$ cat config.mk
export PLATFORM = sky130hd
export DESIGN_NAME = logic_unit_nbit
export DESIGN_NICKNAME = d
export VERILOG_FILES = /design/src/rtl/logic_unit_pkg.sv /design/src/rtl/logic_op_nbit.sv /design/src/rtl/logic_unit_nbit.sv
export SDC_FILE = /design/constraint.sdc
export NUM_CORES = 1
export LEC_CHECK = 0
export CAP_MARGIN = 25
export CELL_PAD_IN_SITES_DETAIL_PLACEMENT = 0
export CELL_PAD_IN_SITES_GLOBAL_PLACEMENT = 1
export CORE_AREA = 2 2 78 110
export CTS_BUF_LIST = sky130_fd_sc_hd__clkbuf_8
export DETAILED_ROUTE_END_ITERATION = 8
export DIE_AREA = 0 0 80 112
export HOLD_SLACK_MARGIN = 0.08
export PLACE_DENSITY_LB_ADDON = 0.3
export SETUP_SLACK_MARGIN = 0.2
export SYNTH_ARGS = -nofsm -noshare
export SYNTH_HDL_FRONTEND = slang
export SYNTH_HIERARCHICAL = 1
export SYNTH_SLANG_ARGS = --single-unit
$ cat constraint.sdc
create_clock -name clk -period 3.9 [get_ports clk]
set_clock_uncertainty 0.15 [all_clocks]
set_input_delay 0.585 -clock clk [delete_from_list [all_inputs] [get_ports clk]]
set_output_delay 0.585 -clock clk [all_outputs]
set_load 0.01 [all_outputs]
$ cat src/rtl/logic_unit_pkg.sv
// Shared operation encodings for the buffered bitwise logic unit.
package logic_unit_pkg;

  localparam int OP_W = 3;

  typedef enum logic [OP_W-1:0] {
    OP_NOT  = 3'b000,
    OP_AND  = 3'b001,
    OP_OR   = 3'b010,
    OP_XOR  = 3'b011,
    OP_NAND = 3'b100,
    OP_NOR  = 3'b101,
    OP_XNOR = 3'b110,
    OP_PASS = 3'b111
  } op_e;

endpackage

$ cat src/rtl/logic_op_nbit.sv
// Purely combinational bitwise operation selected by op; b is unused for NOT and PASS.
module logic_op_nbit
  import logic_unit_pkg::*;
#(
  parameter int WIDTH = 16
) (
  input  logic [OP_W-1:0]  op,
  input  logic [WIDTH-1:0] a,
  input  logic [WIDTH-1:0] b,
  output logic [WIDTH-1:0] result
);

  always_comb begin
    result = a;
    case (op_e'(op))
      OP_NOT:  result = ~a;
      OP_AND:  result = a & b;
      OP_OR:   result = a | b;
      OP_XOR:  result = a ^ b;
      OP_NAND: result = ~(a & b);
      OP_NOR:  result = ~(a | b);
      OP_XNOR: result = ~(a ^ b);
      OP_PASS: result = a;
      default: result = a;
    endcase
  end

endmodule

$ cat src/rtl/logic_unit_nbit.sv
// Bitwise logic unit with a DEPTH-entry in-order result buffer and valid/ready handshakes.
// Optional zero/negative flags are enabled by defining LOGIC_UNIT_FLAGS_EN.
module logic_unit_nbit
  import logic_unit_pkg::*;
#(
  parameter int WIDTH = 16,
  parameter int DEPTH = 2
) (
  input  logic             clk,
  input  logic             rst_n,
  input  logic             in_valid,
  output logic             in_ready,
  input  logic [OP_W-1:0]  in_op,
  input  logic [WIDTH-1:0] in_a,
  input  logic [WIDTH-1:0] in_b,
  output logic             out_valid,
  input  logic             out_ready,
`ifdef LOGIC_UNIT_FLAGS_EN
  output logic             out_zr,
  output logic             out_ng,
`endif
  output logic [WIDTH-1:0] out_data
);

  localparam int PTR_W = (DEPTH > 1) ? $clog2(DEPTH) : 1;
  localparam int CNT_W = $clog2(DEPTH + 1);
`ifdef LOGIC_UNIT_FLAGS_EN
  localparam int ENTRY_W = WIDTH + 2;
`else
  localparam int ENTRY_W = WIDTH;
`endif

  logic [WIDTH-1:0]   result;
  logic [ENTRY_W-1:0] entry_in;
  logic [ENTRY_W-1:0] entry_q [DEPTH];
  logic [ENTRY_W-1:0] head;
  logic [PTR_W-1:0]   wr_ptr_reg, rd_ptr_reg;
  logic [CNT_W-1:0]   count_reg, count_next;
  logic               push, pop;

  logic_op_nbit #(.WIDTH(WIDTH)) u_op (
    .op     (in_op),
    .a      (in_a),
    .b      (in_b),
    .result (result)
  );

`ifdef LOGIC_UNIT_FLAGS_EN
  assign entry_in = {(result == '0), result[WIDTH-1], result};
`else
  assign entry_in = result;
`endif

  assign in_ready  = (count_reg < CNT_W'(DEPTH));
  assign out_valid = (count_reg != '0);
  // No push is taken during a reset cycle so the buffer stays empty.
  assign push      = in_valid && in_ready && rst_n;
  assign pop       = out_valid && out_ready;

  for (genvar gi = 0; gi < DEPTH; gi++) begin : g_entry
    logic [ENTRY_W-1:0] entry_reg;
    always_ff @(posedge clk) begin
      if (push && (wr_ptr_reg == PTR_W'(gi))) begin
        entry_reg <= entry_in;
      end
    end
    assign entry_q[gi] = entry_reg;
  end

  always_comb begin
    count_next = count_reg;
    case ({push, pop})
      2'b10:   count_next = count_reg + CNT_W'(1);
      2'b01:   count_next = count_reg - CNT_W'(1);
      default: count_next = count_reg;
    endcase
  end

  always_ff @(posedge clk) begin
    if (!rst_n) begin
      count_reg  <= '0;
      wr_ptr_reg <= '0;
      rd_ptr_reg <= '0;
    end else begin
      count_reg <= count_next;
      // DEPTH is a power of two, so natural pointer overflow wraps modulo DEPTH.
      if (push) wr_ptr_reg <= wr_ptr_reg + PTR_W'(1);
      if (pop)  rd_ptr_reg <= rd_ptr_reg + PTR_W'(1);
    end
  end

  assign head     = out_valid ? entry_q[rd_ptr_reg] : '0;
  assign out_data = head[WIDTH-1:0];
`ifdef LOGIC_UNIT_FLAGS_EN
  assign out_zr   = head[WIDTH+1];
  assign out_ng   = head[WIDTH];
`endif

endmodule

==> reports/metrics.csv <==
metric;value;unit
status;complete, no violations;
p_comb_share;43.3;%
wire_per_inst;14.4;um
yosysTopAreaCellShare;30.8;%
power.share.clock;21.8;%
diodes;0;
p_sw;475;uW
fin_nets;457;
fmax;0.348;GHz
seqPwrFrac;34.9;%
setup_viol;0;
antenna_found_initial;0;
start_util;39.0;%
gp_congestion;0.772;
ioPinCount;57;
synth-simple-area-share;11.6;%
postSynthCellCount;336;
switching_share;32.2;%
setup_tns;0;ps
setup_slack;1030;ps
drv_cap;0;
synth_xor_area_share;1.12;%
dpl_cell_area;3710;um2
async_reset_ff_share;0;%
cts_buffer_depth;2;
synth_compound_area_share;22.1;%
dp_slack;1040;ps
clkLatencyLatePin;290;ps
grt_usage;16.5;%
fp.dieH;112;um
cts_setup_buffers;0;
synth_mux_area_share;8.19;%
die_area;8960;um2
cts_sinks;36;
cts_tree;done;
final_util;47.7;%
drt_first_iter_violations;151;
cts-resized-gates;0;
rrSetupSlack;2040;ps
placementRows;39;
ys.flop_type;edfxtp_1;
min_path_type;register to register;
avgSynthCellArea;9.28;um2
period_share;73.7;%
layout-drive-gt1-share;7.25;%
rsz0062_at_grt;false;
ys_warn_count;6;
synth.area.top_cells;edfxtp_1 31%, ha_1 13%, mux2i_1 6.7%;
cts_buffers;5;
core;8000;um2
dr_total_vias;2620;
drc;0;
max_slew_margin;44.8;%
largest_register_ff_count;32;
drt-total-wl;7050;um
ys_seq_area_share;33.4;%
drt-pass1-iter-count;4;
synth_nets;408;
period_needed;2870;ps
hold_violations;0;
drv_slew;0;
dp_hpwl;5070;um
grt_pass1_vias;2526;
synth_common_cells;45 x nor2_1, 43 x inv_1, 33 x ha_1;
fill_cells;812;
synth_edf_count;32;
area_delta_synth_final;22.4;%
crit_required;3160;ps
grt_max_degree;35;
critPathArrivalTime;2140;ps
p_leak;0.00153;uW
placement.io_buffers;56;
cp_max_fo;10;
synth_most_common_cell;nor2_1;
grt_first_pass_wirelength;11800;um
synth_fa_ha_area_share;13.2;%
overflow;0;
ant_nets;0;
viasPerCell;5.37;
crit_path_end_kind;output port;
worstMarginPinSlew;828;ps
power.density;386;nW/um2
cts.clk_slew.worst_paths;70;ps
cp-start-kind;register;
ir_worst_vdd;0.307;mV
synth_top_family_by_area;compound AO/OA/AOI/OAI gates;
p_int;998;uW
postLayoutCellArea;3820;um2
total_power;1470;uW
synth_area;3120;um2
cts_hold_buf;0;
ys_seq_elements;36;
crit_type;register to output port;
die_x;80;um
root_buffer;clkbuf_8;
synth_cell_types;51;
cts.htree.levels;2;
yosys.area.top_type;edfxtp_1;
worst max-delay path, stage by stage (launching register included):
cell and delay (ps):
dfxtp_1 720, buf_4 320, mux2i_1 260, nor2_1 80
clkdlybuf4s50_1 470
final timing paths:
check,start,to,cells past startpoint
hold / removal,count_reg[1],count_reg[1],2
setup / recovery,rd_ptr_reg,out_data[15],4
hold reg to reg,count_reg[1],count_reg[1],2
setup reg to reg,count_reg[1],g_entry[1].entry_reg[4],2
layout by cell type, fill, tap and decap left out, drive strengths merged, types with 9 or more instances in the layout:
master	instances
o221a	10
mux2i	21
nor2	46
o211ai	10
buf	9
ha	33
a21oi	17
clkdlybuf4s50	55
edfxtp	32
nand2	13
inv	46
o21ai	16
area by class of cell:
class                      count  area (um2)  area share, %
sequential                    36        1040           27.3
clock buffer                   5        68.8           1.80
tap                          102         128           3.34
inverter                      46         173           4.52
clock inverter                 3        38.8           1.02
timing repair buffer          64         616           16.1
multi-input combinational    232        1750           45.9
cell families (layout without fill, tap and decap cells):
| logic type | count (synthesis) | after routing |
|---|---|---|
| fa+ha+maj | 33 | 33 |
| buf+inv | 68 | 118 |
| xor+xnor | 4 | 4 |
| flops | 36 | 36 |
| compound gates | 93 | 93 |
| mux | 23 | 23 |
| simple gates | 79 | 79 |
power groups by stage:
stage | clock (uW) | sequential [uW] | combinational, uW
3_3_place_gp | 0 | 521 | 632
6_report | 321 | 514 | 637
3_5_place_dp | 0 | 523 | 642
5_1_grt | 347 | 520 | 704
2_1_floorplan | 0 | 501 | 392
4_1_cts | 329 | 514 | 644
layer usage:
metal | global-route usage (%) | vias to the layer above | share of wire, %
li1 | - | 1312 | -
met1 | 21.5 | 1226 | 45
met2 | 28.2 | 72 | 48
met3 | 1.94 | 10 | 5.0
met4 | 4.86 | 0 | 1.8
met5 | 0 | - | 0
through the flow:
step	hold WS (ps)	cells
detailed placement	398	480
CTS	409	488
finish	397	488
global placement	373	480
global route	453	488
floorplan	342	336
Power figures use the tool's default switching activity.
